$ cat src/rtl/alu_cmd_sequencer.sv
// Command FIFO and sequencer in front of a combinational 6-bit ALU.
// Optional carry counter output enabled by defining ALU_SEQ_COUT_CNT_EN.
module alu_cmd_sequencer #(
    parameter int DEPTH = 4,
    parameter int W     = 6
) (
    input  logic         clk,
    input  logic         rst_n,
    input  logic         cmd_valid,
    output logic         cmd_ready,
    input  logic [1:0]   cmd_op,
    input  logic [W-1:0] cmd_a,
    input  logic [W-1:0] cmd_b,
    input  logic         cmd_chain,
    output logic [W-1:0] alu_a,
    output logic [W-1:0] alu_b,
    output logic [1:0]   alu_op,
    input  logic [W-1:0] alu_out,
    input  logic         alu_cout,
    output logic         rsp_valid,
    input  logic         rsp_ready,
    output logic [W-1:0] rsp_data,
    output logic         rsp_cout,
`ifdef ALU_SEQ_COUT_CNT_EN
    output logic [7:0]   cout_cnt,
`endif
    output logic         busy
);

    localparam int AW = $clog2(DEPTH);
    localparam int EW = 1 + 2 + 2 * W;
    localparam logic [AW:0] FULL_C = (AW + 1)'(DEPTH);
    localparam logic [AW:0] ZERO_C = {(AW + 1){1'b0}};
    localparam logic [AW:0] ONE_C  = (AW + 1)'(1);

    typedef enum logic [1:0] {
        IDLE = 2'd0,
        EXEC = 2'd1,
        HOLD = 2'd2
    } state_t;

    logic [EW-1:0]  fifo_mem_r [DEPTH];
    logic [AW-1:0]  wr_ptr_r;
    logic [AW-1:0]  rd_ptr_r;
    logic [AW:0]    count_r;
    logic [AW:0]    count_nxt_s;
    state_t         state_r;
    logic [W-1:0]   last_result_r;

    logic           push_s;
    logic           pop_s;
    logic [EW-1:0]  head_s;
    logic           head_chain_s;
    logic [1:0]     head_op_s;
    logic [W-1:0]   head_a_s;
    logic [W-1:0]   head_b_s;

    assign push_s       = cmd_valid && cmd_ready;
    assign head_s       = fifo_mem_r[rd_ptr_r];
    assign head_chain_s = head_s[EW-1];
    assign head_op_s    = head_s[2*W+1:2*W];
    assign head_a_s     = head_s[2*W-1:W];
    assign head_b_s     = head_s[W-1:0];

    // Pop decision: IDLE takes any queued command, HOLD only once the response is consumed.
    always_comb begin
        pop_s = 1'b0;
        case (state_r)
            IDLE:    pop_s = (count_r != ZERO_C);
            HOLD:    pop_s = (count_r != ZERO_C) && rsp_valid && rsp_ready;
            default: pop_s = 1'b0;
        endcase
    end

    // Next occupancy; push and pop together leave it unchanged.
    always_comb begin
        count_nxt_s = count_r;
        case ({push_s, pop_s})
            2'b10:   count_nxt_s = count_r + ONE_C;
            2'b01:   count_nxt_s = count_r - ONE_C;
            default: count_nxt_s = count_r;
        endcase
    end

    // Command FIFO storage, pointers and registered ready.
    always_ff @(posedge clk or negedge rst_n) begin
        if (!rst_n) begin
            for (int i = 0; i < DEPTH; i++) begin
                fifo_mem_r[i] <= {EW{1'b0}};
            end
            wr_ptr_r  <= {AW{1'b0}};
            rd_ptr_r  <= {AW{1'b0}};
            count_r   <= ZERO_C;
            cmd_ready <= 1'b1;
        end else begin
            if (push_s) begin
                fifo_mem_r[wr_ptr_r] <= {cmd_chain, cmd_op, cmd_a, cmd_b};
                wr_ptr_r             <= wr_ptr_r + AW'(1);
            end
            if (pop_s) begin
                rd_ptr_r <= rd_ptr_r + AW'(1);
            end
            count_r   <= count_nxt_s;
            cmd_ready <= (count_nxt_s != FULL_C);
        end
    end

    // Sequencer FSM: load ALU operands, capture result, hold it for the consumer.
    always_ff @(posedge clk or negedge rst_n) begin
        if (!rst_n) begin
            state_r       <= IDLE;
            alu_a         <= {W{1'b0}};
            alu_b         <= {W{1'b0}};
            alu_op        <= 2'b00;
            rsp_data      <= {W{1'b0}};
            rsp_cout      <= 1'b0;
            rsp_valid     <= 1'b0;
            last_result_r <= {W{1'b0}};
            busy          <= 1'b0;
        end else begin
            case (state_r)
                IDLE: begin
                    if (pop_s) begin
                        alu_a   <= head_chain_s ? last_result_r : head_a_s;
                        alu_b   <= head_b_s;
                        alu_op  <= head_op_s;
                        state_r <= EXEC;
                        busy    <= 1'b1;
                    end else begin
                        busy    <= (count_nxt_s != ZERO_C);
                    end
                end
                EXEC: begin
                    rsp_data      <= alu_out;
                    rsp_cout      <= alu_cout;
                    last_result_r <= alu_out;
                    rsp_valid     <= 1'b1;
                    state_r       <= HOLD;
                    busy          <= 1'b1;
                end
                HOLD: begin
                    if (rsp_valid && rsp_ready) begin
                        rsp_valid <= 1'b0;
                        if (pop_s) begin
                            alu_a   <= head_chain_s ? last_result_r : head_a_s;
                            alu_b   <= head_b_s;
                            alu_op  <= head_op_s;
                            state_r <= EXEC;
                            busy    <= 1'b1;
                        end else begin
                            state_r <= IDLE;
                            busy    <= (count_nxt_s != ZERO_C);
                        end
                    end else begin
                        busy <= 1'b1;
                    end
                end
                default: begin
                    state_r   <= IDLE;
                    rsp_valid <= 1'b0;
                    busy      <= (count_nxt_s != ZERO_C);
                end
            endcase
        end
    end

`ifdef ALU_SEQ_COUT_CNT_EN
    // Saturating count of captures that produced a carry.
    always_ff @(posedge clk or negedge rst_n) begin
        if (!rst_n) begin
            cout_cnt <= 8'd0;
        end else if ((state_r == EXEC) && alu_cout && (cout_cnt != 8'hFF)) begin
            cout_cnt <= cout_cnt + 8'd1;
        end else begin
            cout_cnt <= cout_cnt;
        end
    end
`endif

endmodule

$ cat config.mk
export PLATFORM = sky130hd
export DESIGN_NAME = alu_cmd_sequencer
export DESIGN_NICKNAME = d
export VERILOG_FILES = /design/src/rtl/alu_cmd_sequencer.sv
export SDC_FILE = /design/constraint.sdc
export NUM_CORES = 1
export LEC_CHECK = 0
export CELL_PAD_IN_SITES_DETAIL_PLACEMENT = 0
export CELL_PAD_IN_SITES_GLOBAL_PLACEMENT = 2
export CORE_MARGIN = 4
export CORE_UTILIZATION = 43
export DETAILED_ROUTE_END_ITERATION = 8
export HOLD_SLACK_MARGIN = 0.06
export PLACE_DENSITY = 0.86
export SLEW_MARGIN = 20
export SYNTH_ARGS = -nofsm -noshare
export SYNTH_HDL_FRONTEND = slang
export SYNTH_SLANG_ARGS = --single-unit
$ cat constraint.sdc
create_clock -name clk -period 6.88 [get_ports clk]
set_input_delay 1.376 -clock clk [delete_from_list [all_inputs] [get_ports clk]]
set_output_delay 1.376 -clock clk [all_outputs]
set_load 0.005 [all_outputs]
* Word-level counts from Yosys, hierarchy flattened *
Cells that the tools add are included.

storage, ports and cells
  output and inout port bits = 24
  bits in registers = 93
  input bits = 26

cells by class
  equal/unequal tests = 7
  order comparisons = 3
  reductions and logical operators = 12
  add/sub/neg operators = 4
  bitwise operators = 3
  mux-type cells = 27

operators by type and width
  kind                 count
  $bwmux 60            1
  $mux 15              3
  $bmux 15 s2          1
  $demux 15 s2         1
  $mux 6               5
  $pmux 6 s2           2
  $mux 2               4
  $ge 3x3->1 const B   2
  $not 2->3            2
  $pmux 1 s3           2
  $pmux 2 s3           1
  $pmux 3 s2           1
  $reduce_and 2->1     3
  $reduce_bool 3->1    2
  $logic_and 1x1->1    5
  $add 2x1->2 const B  2
  $eq 2x1->1 const B   2
  $eq 2x2->1 const B   2
  $mux 1               4
  $ne 2x2->1 const B   2
  $pmux 2 s2           1
  $add 3x1->3 const B  1
  $lt 3x1->1 const B   1
  $ne 3x3->1 const B   1
  5 further kinds      5

* Depth between registers and ports, before layout *
  depth in word-level cells = 10
  gate-level depth with buffers = 10
  mapped depth without buffers = 9

* Worst setup path before layout *
OpenSTA, ideal clock, no wires.

  path kind = input to register
  start point = input port rsp_ready
  end point = register busy
  setup slack = 3246 ps
  required time = 6742 ps
  data arrival time = 3495 ps
  stages on the path = 10
  cells stage by stage = nand2_1 -> a211oi_2 -> buf_2 -> ha_1 -> inv_1 -> fa_1 -> xor2_1 -> nor2_1 -> xor2_1 -> or4b_1

on the way
  longest elaborated chain between the ends = 8

ends and longest elaborated chain
  item                                      line           RTL
  from (decl)                               21             input logic rsp_ready,
  $logic_and 1x1->1 (*)                     70             HOLD: pop_s = (count_r != ZERO_C) && rsp_valid && rsp_ready;
  $pmux 1 s2 (*)                            68             case (state_r)
  via pop_s                                 51             logic pop_s;
  $eq 2x1->1 or $eq 2x2->1 (tied branches)  78             case ({push_s, pop_s})
  $pmux 3 s2 (*)                            78
  via count_nxt_s[2]                        46             logic [AW:0] count_nxt_s;
  $reduce_bool 3->1 (*)                     130, 152, 161
  $mux 1                                    123, 144
  $mux 1                                    142            if (rsp_valid && rsp_ready) begin
  $pmux 1 s3 (*)                            121            case (state_r)
  to (signal assigned)                      130            busy <= (count_nxt_s != ZERO_C);
  to (signal assigned)                      152            busy <= (count_nxt_s != ZERO_C);
  to (signal assigned)                      161            busy <= (count_nxt_s != ZERO_C);
  to (decl)                                 27             output logic busy

The timed path passes the listed nets; every way through them passes the cells marked *.
A chain may end at the register's enable or synchronous reset.

* Worst setup path after layout *
  start point = input port rsp_ready
  end point = register busy

on the way
  longest elaborated chain between the ends = 8

ends and longest elaborated chain
  item                                      line
  $logic_and 1x1->1 (*)                     70
  $pmux 1 s2 (*)                            68
  $eq 2x1->1 or $eq 2x2->1 (tied branches)  78
  $pmux 3 s2 (*)                            78
  via count_nxt_s[2]                        46
  $reduce_bool 3->1 (*)                     130, 152, 161
  $mux 1                                    123, 144
  $mux 1                                    142
  $pmux 1 s3 (*)                            121

Marks and branches as above.

==> impl_results.md <==
* Worst slew pin tran at 905 ps
* Final hold viol count at 0
* GPL Wtd Cong at 0.737
* Leak at 1.98 nW
* Status: finished clean
* Setup TNS at 0 ps
* HP Class: reg -> reg
* Core Util, Final at 52.0%
* Fin Clk Skew at 14.9 ps
* Fin cells at 419
* P&R area growth vs syn at 18.5%
* Worst hold slack at 504 ps
* Clk buf depth at 2
* Htree depth at 3
* Total Power at 2.36 mW
* Worst Reg-to-Reg Cells at 10
* PnR worst setup slack at 2770 ps
* Fraction of final layout cells with drive strength greater than 1 at 36.4%
* Nets at 337
* Max-slew headroom at 39.5%
* R2r endpoint: busy
* Die H at 105 µm
* Routed Antenna Nets at 0
* Worst R2R Start: rsp_valid
* Critical Path RT at 7100 ps
* Iter 0 DRT Violations at 48
* Tmin final at 4110 ps
* Largest net degree at the start of global routing at 68
* Ports at 50
* Routed WL at 7170 µm
* Nature of the critical path startpoint: input port
* Row Count at 35
* CTS Buf Count at 9
* Maxcap violations at 0
* Final max-slew violation count at 0
* Vias per Instance at 5.15
* Grt total ovfl at 0
* Chip Width at 105 µm
* Crit end category: flip-flop
* GR Util All Layers at 14.2%
* Antenna violations before repair at 0
* Area of placed instances at 4570 µm²
* Floorplan core area at 9150 µm²
* CTS tree: done
* Avg Inst Size Synth at 15.6 µm²
* Sequential area share after synthesis at 57.9%
* Vias at 2,156
* PostCTS Resize Cnt at 0
* Remaining DRCs at 0
* Cell Area, Synth at 4020 µm²
* Area leader, netlist: dfrtp_1
* Skew-Pair Late Insertion Delay at 350 ps
* Peak supply drop at 0.000151 V
* Vias in the first global route at 2,417
* Syn. warnings at 0
* Crit path to: busy
* RSZ-0062 raised after global routing: no
* Initial Util at 43.9%
* Synthesized flop and latch total at 93
* Post-DP HPWL at 4740 µm
* First-pass DRT Iterations at 4
* Finished Cell Area at 4760 µm²
* Wire per inst at 17.1 µm
* Clock net sink count at 93
* CP arrival at 4330 ps
* Fin crit share at 59.7%
* Hold buffers post-CTS at 0
* Post-synth cell types at 26
* Setup crit start: rsp_ready
* CTS root buffer: clkbuf_8
* Filler Cells Inserted at 757
* Cells after DPL at 404
* Largest cells by area after synthesis: dfrtp_1 57%, mux2_2 21%, mux4_2 8.4%
* Synth top area share at 57.3%
* First-pass GRT wire length at 12,300 µm
* Syn_nets at 289
* Worst-path fanout max at 14
* Mapped Cells at 257
* Inserted Diodes at 0
* Worst-path clk slew at 90 ps
* R2r setup slk at 3910 ps
* Power Dens Cells at 495 nW/µm²
* # setup viols final at 0
* Max Clk Rate at 243 MHz
* PortBufs at 49
* Post-CTS Setup Bufs at 0
* Pre-CTS WS at 2160 ps
* WS Path Type: in -> reg
* Full die area at 11,000 µm²
-- sequential cells by signal, summed over array words and instances, names as in the netlist --
register	flops
rsp_cout	1
alu_b	6
fifo_mem_r	60
rsp_valid	1
cmd_ready	1
busy	1
wr_ptr_r	2
count_r	3
last_result_r	6
alu_a	6
rd_ptr_r	2
alu_op	2
state_r	2
-- layer usage --
layer	vias up	GRT usage, %	part of all wire, %
li1	1018	-	-
met1	1098	18.5	45
met2	32	24.1	51
met3	8	2.10	2.3
met4	0	5.34	1.2
met5	-	0	0
-- cells by family (layout without fill, tap and decap cells) --
group	count (synthesis)	in the layout	synth area share (%)
mux	97	97	31.2
flops	93	93	57.9
simple gates	23	23	2.68
buf+inv	19	70	2.83
compound gates	13	13	1.99
fa+ha+maj	6	6	2.05
xor+xnor	6	6	1.31
-- how the worst min path moves through the flow --
| stage | startpoint | endpoint | depth (start not counted) |
|---|---|---|---|
| 2_1_floorplan | fifo_mem_r[20] | fifo_mem_r[20] | 1 |
| 3_3_place_gp | fifo_mem_r[26] | fifo_mem_r[26] | 1 |
| 3_5_place_dp | fifo_mem_r[59] | fifo_mem_r[59] | 1 |
| 4_1_cts | fifo_mem_r[44] | fifo_mem_r[44] | 1 |
| 5_1_grt | fifo_mem_r[4] | fifo_mem_r[4] | 1 |
| 6_report | fifo_mem_r[5] | fifo_mem_r[5] | 1 |
-- layout make-up --
type	instances	area, µm²	share of cell area (%)
Tap cell	111	139	2.92
Sequential cell	93	2330	48.9
Clock buffer	9	124	2.60
Timing Repair Buffer	51	507	10.6
Clock inverter	5	61.3	1.29
Inverter	5	18.8	0.394
Multi-Input combinational cell	145	1580	33.3
-- Yosys cell counts --
cell type / n
dfrtp_1: 92
mux2_2: 76
mux4_2: 15
nor2_1: 8
buf_2: 7
nand2_1: 7
a21oi_1: 6
mux2i_1: 6
ha_1: 5
inv_1: 5
nand3_1: 5
buf_6: 4
o21ai_0: 3
xnor2_1: 3
xor2_1: 3
clkbuf_1: 2
a211oi_1: 1
a211oi_2: 1
buf_4: 1
dfstp_2: 1
fa_1: 1
nor2b_1: 1
nor3_2: 1
o21a_1: 1
o21bai_1: 1
or4b_1: 1
-- cells in the final DEF, fill, tap and decap left out, types with 5 or more instances in the layout --
| master | Yosys | routed |
|---|---|---|
| dfrtp_1 | 92 | 91 |
| mux2_2 | 76 | 76 |
| clkdlybuf4s50_1 | 0 | 48 |
| mux4_2 | 15 | 15 |
| clkbuf_8 | 0 | 9 |
| nor2_1 | 8 | 8 |
| nand2_1 | 7 | 7 |
| mux2i_1 | 6 | 6 |
| a21oi_1 | 6 | 6 |
| inv_1 | 5 | 5 |
| nand3_1 | 5 | 5 |
| ha_1 | 5 | 5 |
-- critical path, stage by stage --
cell	delay, ps
clkdlybuf4s50_1	470
nand2_1	120
a211oi_4	580
buf_6	240
ha_1	190
inv_1	70
fa_1	410
xor2_1	140
nor2_1	60
xor2_1	160
or4b_1	500
-- power by group --
group | internal, mW | leakage, nW | switching, mW
clock network | 0.165 | 0.0838 | 0.184
registers | 0.834 | 1.09 | 0.203
logic | 0.631 | 0.808 | 0.339
total | 1.63 | 1.98 | 0.726
No activity file was read; power rests on OpenSTA's default activity.
